===== config.mk =====
export PLATFORM = sky130hd
export DESIGN_NAME = pdm_audio_out
export DESIGN_NICKNAME = d
export VERILOG_FILES = /design/src/rtl/pdm_audio_out.sv
export SDC_FILE = /design/constraint.sdc
export NUM_CORES = 1
export LEC_CHECK = 0
export ABC_CLOCK_PERIOD_IN_PS = 5300
export BUFFER_PORTS_ARGS = -buffer_cell sky130_fd_sc_hd__buf_2
export CAP_MARGIN = 10
export CORE_ASPECT_RATIO = 0.6
export CORE_MARGIN = 2
export CORE_UTILIZATION = 45
export CTS_BUF_LIST = sky130_fd_sc_hd__clkbuf_8
export DETAILED_ROUTE_END_ITERATION = 8
export PLACE_DENSITY = 0.62
export SLEW_MARGIN = 20
export SYNTH_ARGS = -nofsm -noshare
export SYNTH_HDL_FRONTEND = slang
export SYNTH_SLANG_ARGS = --single-unit
export TNS_END_PERCENT = 5

===== constraint.sdc =====
create_clock -name clk_sys -period 5.3 [get_ports clk_sys]
set_input_delay 0.265 -clock clk_sys [delete_from_list [all_inputs] [get_ports clk_sys]]
set_output_delay 0.265 -clock clk_sys [all_outputs]
set_load 0.01 [all_outputs]

===== src/rtl/pdm_audio_out.sv =====
// Multi-channel pulse-density audio DAC driver with click-free unmute:
// silent hold-off, linear gain ramp, then full-scale 1st/2nd-order modulation.
module pdm_audio_out #(
  parameter int CHANNELS   = 2,
  parameter int WIDTH      = 16,
  parameter int ORDER      = 2,
  parameter int MUTE_BITS  = 24,
  parameter int RAMP_SHIFT = 4
) (
  input  logic                      clk_sys,
  input  logic                      reset_n,
  input  logic                      ce,
  input  logic                      mute_req,
  input  logic [CHANNELS*WIDTH-1:0] sample,
  output logic [CHANNELS-1:0]       dac_out,
  output logic                      dac_oe,
  output logic [8:0]                gain,
  output logic [1:0]                state
);

  localparam logic [1:0] ST_MUTE = 2'd0;
  localparam logic [1:0] ST_WAIT = 2'd1;
  localparam logic [1:0] ST_RAMP = 2'd2;
  localparam logic [1:0] ST_RUN  = 2'd3;
  localparam int RCW = (RAMP_SHIFT > 0) ? RAMP_SHIFT : 1;
  localparam int IW  = WIDTH + 3;

  logic [1:0]           state_reg, state_next;
  logic [MUTE_BITS-1:0] wait_cnt_reg, wait_cnt_next;
  logic [RCW-1:0]       ramp_cnt_reg, ramp_cnt_next;
  logic [8:0]           gain_reg, gain_next;
  logic                 ramp_step;
  logic                 run_next;

  assign ramp_step = (RAMP_SHIFT == 0) || (ramp_cnt_reg == {RCW{1'b1}});

  always_ff @(posedge clk_sys or negedge reset_n) begin
    if (!reset_n) begin
      state_reg    <= ST_MUTE;
      wait_cnt_reg <= '0;
      ramp_cnt_reg <= '0;
      gain_reg     <= '0;
    end else if (ce) begin
      state_reg    <= state_next;
      wait_cnt_reg <= wait_cnt_next;
      ramp_cnt_reg <= ramp_cnt_next;
      gain_reg     <= gain_next;
    end
  end

  always_comb begin
    state_next    = state_reg;
    wait_cnt_next = wait_cnt_reg;
    ramp_cnt_next = '0;
    gain_next     = gain_reg;
    if (mute_req) begin
      state_next    = ST_MUTE;
      wait_cnt_next = '0;
      gain_next     = '0;
    end else begin
      case (state_reg)
        ST_MUTE: begin
          state_next    = ST_WAIT;
          wait_cnt_next = MUTE_BITS'(1);
          gain_next     = '0;
        end
        ST_WAIT: begin
          // Counter wraps to zero exactly as we hand over to the ramp.
          wait_cnt_next = wait_cnt_reg + MUTE_BITS'(1);
          if (&wait_cnt_reg) state_next = ST_RAMP;
        end
        ST_RAMP: begin
          ramp_cnt_next = ramp_cnt_reg + RCW'(1);
          if (ramp_step) begin
            gain_next = gain_reg + 9'd1;
            if (gain_reg == 9'd255) state_next = ST_RUN;
          end
        end
        default: gain_next = 9'd256;
      endcase
    end
  end

  // Modulators are cleared on the same ce that enters MUTE, so dac_out drops with dac_oe.
  always_comb begin
    dac_oe   = 1'b0;
    run_next = (state_next == ST_RAMP) || (state_next == ST_RUN);
    case (state_reg)
      ST_RAMP, ST_RUN: dac_oe = 1'b1;
      default:         dac_oe = 1'b0;
    endcase
  end

  assign state = state_reg;
  assign gain  = gain_reg;

  genvar gi;
  generate
    for (gi = 0; gi < CHANNELS; gi++) begin : g_ch
      logic [WIDTH-1:0] hold_reg;
      logic [WIDTH-1:0] x_reg;
      logic [WIDTH+8:0] prod;
      logic             dac_bit_reg;

      assign prod        = {9'd0, hold_reg} * {{WIDTH{1'b0}}, gain_reg};
      assign dac_out[gi] = dac_bit_reg;

      always_ff @(posedge clk_sys or negedge reset_n) begin
        if (!reset_n) begin
          hold_reg <= '0;
          x_reg    <= '0;
        end else if (ce) begin
          hold_reg <= {~sample[gi*WIDTH+WIDTH-1], sample[gi*WIDTH +: WIDTH-1]};
          x_reg    <= WIDTH'(prod >> 8);
        end
      end

      if (ORDER == 1) begin : g_o1
        logic [WIDTH-1:0] acc_reg;
        logic [WIDTH:0]   sum;
        assign sum = {1'b0, acc_reg} + {1'b0, x_reg};
        always_ff @(posedge clk_sys or negedge reset_n) begin
          if (!reset_n) begin
            acc_reg     <= '0;
            dac_bit_reg <= 1'b0;
          end else if (ce) begin
            if (run_next) begin
              acc_reg     <= sum[WIDTH-1:0];
              dac_bit_reg <= sum[WIDTH];
            end else begin
              acc_reg     <= '0;
              dac_bit_reg <= 1'b0;
            end
          end
        end
      end else begin : g_o2
        logic signed [IW-1:0] i1_reg, i2_reg, fb, x_ext;
        assign fb    = dac_bit_reg ? {3'b001, {WIDTH{1'b0}}} : '0;
        assign x_ext = {3'b000, x_reg};
        // Integrators wrap freely; the sign of i2 is the quantiser.
        always_ff @(posedge clk_sys or negedge reset_n) begin
          if (!reset_n) begin
            i1_reg      <= '0;
            i2_reg      <= '0;
            dac_bit_reg <= 1'b0;
          end else if (ce) begin
            if (run_next) begin
              i1_reg      <= i1_reg + x_ext - fb;
              i2_reg      <= i2_reg + i1_reg - fb;
              dac_bit_reg <= ~i2_reg[IW-1];
            end else begin
              i1_reg      <= '0;
              i2_reg      <= '0;
              dac_bit_reg <= 1'b0;
            end
          end
        end
      end
    end
  endgenerate

endmodule


==> impl_metrics.env <==
export IMPL_rows=59
export IMPL_final_nets=2748
export IMPL_drc_errors=0
export IMPL_final_max_slew_viol_count=0
export IMPL_hold_depth=2
export IMPL_slowest_stage="fa_1"
export IMPL_cts_tree="built"
export IMPL_dp_cells=2821
export IMPL_final_common_cell="inv_1"
export IMPL_cts_root_buffer="clkbuf_8"
export IMPL_fin_skew_ps=26.6
export IMPL_gp_congestion=0.885
export IMPL_vias=14800
export IMPL_drt_pass1_iter_count=5
export IMPL_grt_max_degree=102
export IMPL_ant_nets=0
export IMPL_status="finished clean"
export IMPL_rr_worst_depth=19
export IMPL_die_area_mm2=0.0460
export IMPL_viasPerCell=5.12
export IMPL_crit_fanout=27
export IMPL_critPathMaxStageDelay_ps=550
export IMPL_p_per_area_mw_per_mm2=170
export IMPL_yosysSeqAreaShare_pct=22.8
export IMPL_ys_ff_latch=181
export IMPL_worstPathArrival_ps=5430
export IMPL_setup_violations=0
export IMPL_async_flop_share_pct=100
export IMPL_syn_cell_area_mm2=0.0199
export IMPL_grt_pass1_vias=15400
export IMPL_highest_layer="met4"
export IMPL_syn_nets=2697
export IMPL_io_buffers=49
export IMPL_wl_per_cell_um=15.6
export IMPL_max_freq_ghz=0.198
export IMPL_path_clk_slew_ps=110
export IMPL_min_to="g_ch[1].hold_reg[11]"
export IMPL_die_height_um=167
export IMPL_synthToLayoutAreaGrowth_pct=8.98
export IMPL_cp_common_cell="fa_1"
export IMPL_drv_cap=0
export IMPL_drive_above_1_share_pct=8.52
export IMPL_hp_start="sample[27]"
export IMPL_stdcell_count=2890
export IMPL_cp_required_ps=5680
export IMPL_cp_cell_sequence="buf_12 > nand2_1 > fa_1 > inv_1 > fa_1 > fa_1 > inv_1 > fa_1 > inv_1 > ha_1 > nand2_1 > o31ai_2 > a311oi_2 > buf_4 > nor4b_2 > or3_4 > a31oi_4 > xnor2_1 > mux2i_1"
export IMPL_ys_flop_type="dfrtp_1"
export IMPL_hold_class="in -> reg"
export IMPL_numCtsBuffers=17
export IMPL_synth_cell_type_count=71
export IMPL_worstSkewPairLatency_ps=520
export IMPL_dp_hpwl_um=34500
export IMPL_routed_wl_um=45200
export IMPL_final_setup_tns_ps=0
export IMPL_final_hold_viol_count=0
export IMPL_end_kind="register"
export IMPL_start_util_pct=45.8
export IMPL_final_util_pct=49.9
export IMPL_wl_met3_um=2530
export IMPL_cts_sinks=181
export IMPL_core_area_mm2=0.0435
export IMPL_antenna_found_initial=0
export IMPL_r2r_end="g_ch[1].x_reg[15]"
export IMPL_rsz0062_at_grt="true"
export IMPL_io_pin_count=50
export IMPL_finalCriticalPeriod_ps=5060
export IMPL_cts_path_max_buffers=2
export IMPL_ir_drop_uv=118
export IMPL_r2r_start="gain[0]"
export IMPL_insertedDiodeCount=0
export IMPL_grt_usage_pct=20.9
export IMPL_wl_met2_um=19800
export IMPL_cts_max_level=4
export IMPL_relSlewSlack_pct=35.6
export IMPL_die_x_um=276
export IMPL_met1Wirelength_um=22500
export IMPL_drt_iter0_markers=828
export IMPL_reg2reg_slack_ps=240
export IMPL_worstSetupPathType="reg -> reg"
export IMPL_finalCritPeriodShare_pct=95.4
export IMPL_grt_overflow_total=0
export IMPL_p_leak_nw=11.4
export IMPL_synthCells=2247
export IMPL_avgSynthCellArea_um2=8.86
export IMPL_grt_pass1_wl_um=77100
export IMPL_synth_edf_count=0
export IMPL_tightestPinTransition_ps=965
export IMPL_yosysWarnings=0
export IMPL_crit_path_start_kind="register"
export IMPL_final_cell_mix="inv_1 (478), ha_1 (218), nand2_1 (198), fa_1 (196), dfrtp_1 (173)"
[cell type report]
class | count | area, µm²
Clock buffer | 17 | 234
Tap cell | 579 | 724
Clock inverter | 15 | 181
Timing Repair Buffer | 132 | 995
Sequential cell | 181 | 4540
Multi-Input combinational cell | 1488 | 13200
Fill cell | 4094 | 21800
Inverter | 478 | 1790
[where the power goes]
part	switching [mW]	internal [mW]	leakage (nW)
combinational	0.636	0.502	8.74
clock	0.638	0.402	0.208
sequential	0.0749	1.44	2.42
total	1.35	2.34	11.4
[what timing repair did]
item	in CTS	in global routing
resized for setup	0	18
endpoints found under the hold margin	129	0
setup buffers	2	4
hold buffers	31	0
pin swaps	1	1
setup endpoints to repair	2	13
[worst max-delay path, delay by kind of cell (launching register included)]
kind / cells / cell delay (ps)
AO/OA/AOI/OAI: 3 / 550
XOR/XNOR: 1 / 140
AND/OR/NAND/NOR: 4 / 800
multiplexers: 1 / 90
adder cells (fa/ha/maj): 5 / 2390
flip-flops: 1 / 430
buffers and inverters: 5 / 500
[synth_stat cells (all sizes together) (5+ instances only)]
master / instances / area (µm²)
xor2: 66 / 578
nor2: 81 / 304
xnor2: 52 / 455
nor3: 28 / 140
o21a: 13 / 97.6
nand3: 31 / 155
mux2: 32 / 360
dfrtp: 181 / 4530
clkbuf: 74 / 278
inv: 478 / 1790
o21ai: 66 / 330
nor2b: 21 / 131
mux2i: 8 / 80.1
a21o: 30 / 225
nand4: 11 / 68.8
a211oi: 11 / 82.6
a22o: 7 / 61.3
nand2: 198 / 743
nor4: 5 / 31.3
nand2b: 12 / 75.1
o21bai: 9 / 67.6
ha: 218 / 2730
buf: 26 / 113
and2: 159 / 995
or3: 16 / 105
fa: 196 / 3920
and3: 15 / 93.8
or2: 5 / 31.3
a21oi: 69 / 349
o22ai: 66 / 413
a31oi: 7 / 58.8
[worst max path at each step]
stage | start | to | slack [ps] | depth (start not counted)
after floorplan | gain[1] | g_ch[1].x_reg[13] | 120 | 20
after global placement | gain[3] | g_ch[1].x_reg[13] | 40 | 18
after detailed placement | gain[3] | g_ch[1].x_reg[13] | -60 | 18
after CTS | gain[2] | g_ch[0].x_reg[9] | 60 | 21
after global routing | gain[0] | g_ch[1].x_reg[13] | -20 | 19
final | gain[0] | g_ch[1].x_reg[15] | 240 | 19
[per-layer routing]
layer	vias up	track usage, %
li1	7206	-
met1	7289	30.6
met2	285	32.2
met3	27	4.12
met4	0	3.81
met5	-	0
[stage by stage]
stage                     area [µm²]  setup slack [ps]  hold slack (ps)  power [mW]
after CTS                      21600              59.4             12.7        3.72
after floorplan                19900               115            -30.6        2.36
after detailed placement       20900             -56.5              410        2.64
after global placement         20900              36.7              399        2.62
final                          21700               242             55.9        3.69
after global routing           21700             -22.8             32.7        3.94
[cell families (layout without fill, tap and decap cells)]
kind of cell	count (synthesis)	in the layout	synth area share, %
XOR/XNOR	118	118	5.19
flip-flops	181	181	22.8
buffers and inverters	578	642	11.0
adder cells (fa/ha/maj)	414	414	33.4
AO/OA/AOI/OAI	324	324	10.6
multiplexers	40	40	2.21
AND/OR/NAND/NOR	592	592	14.9
(Power assumes the default switching activity.)
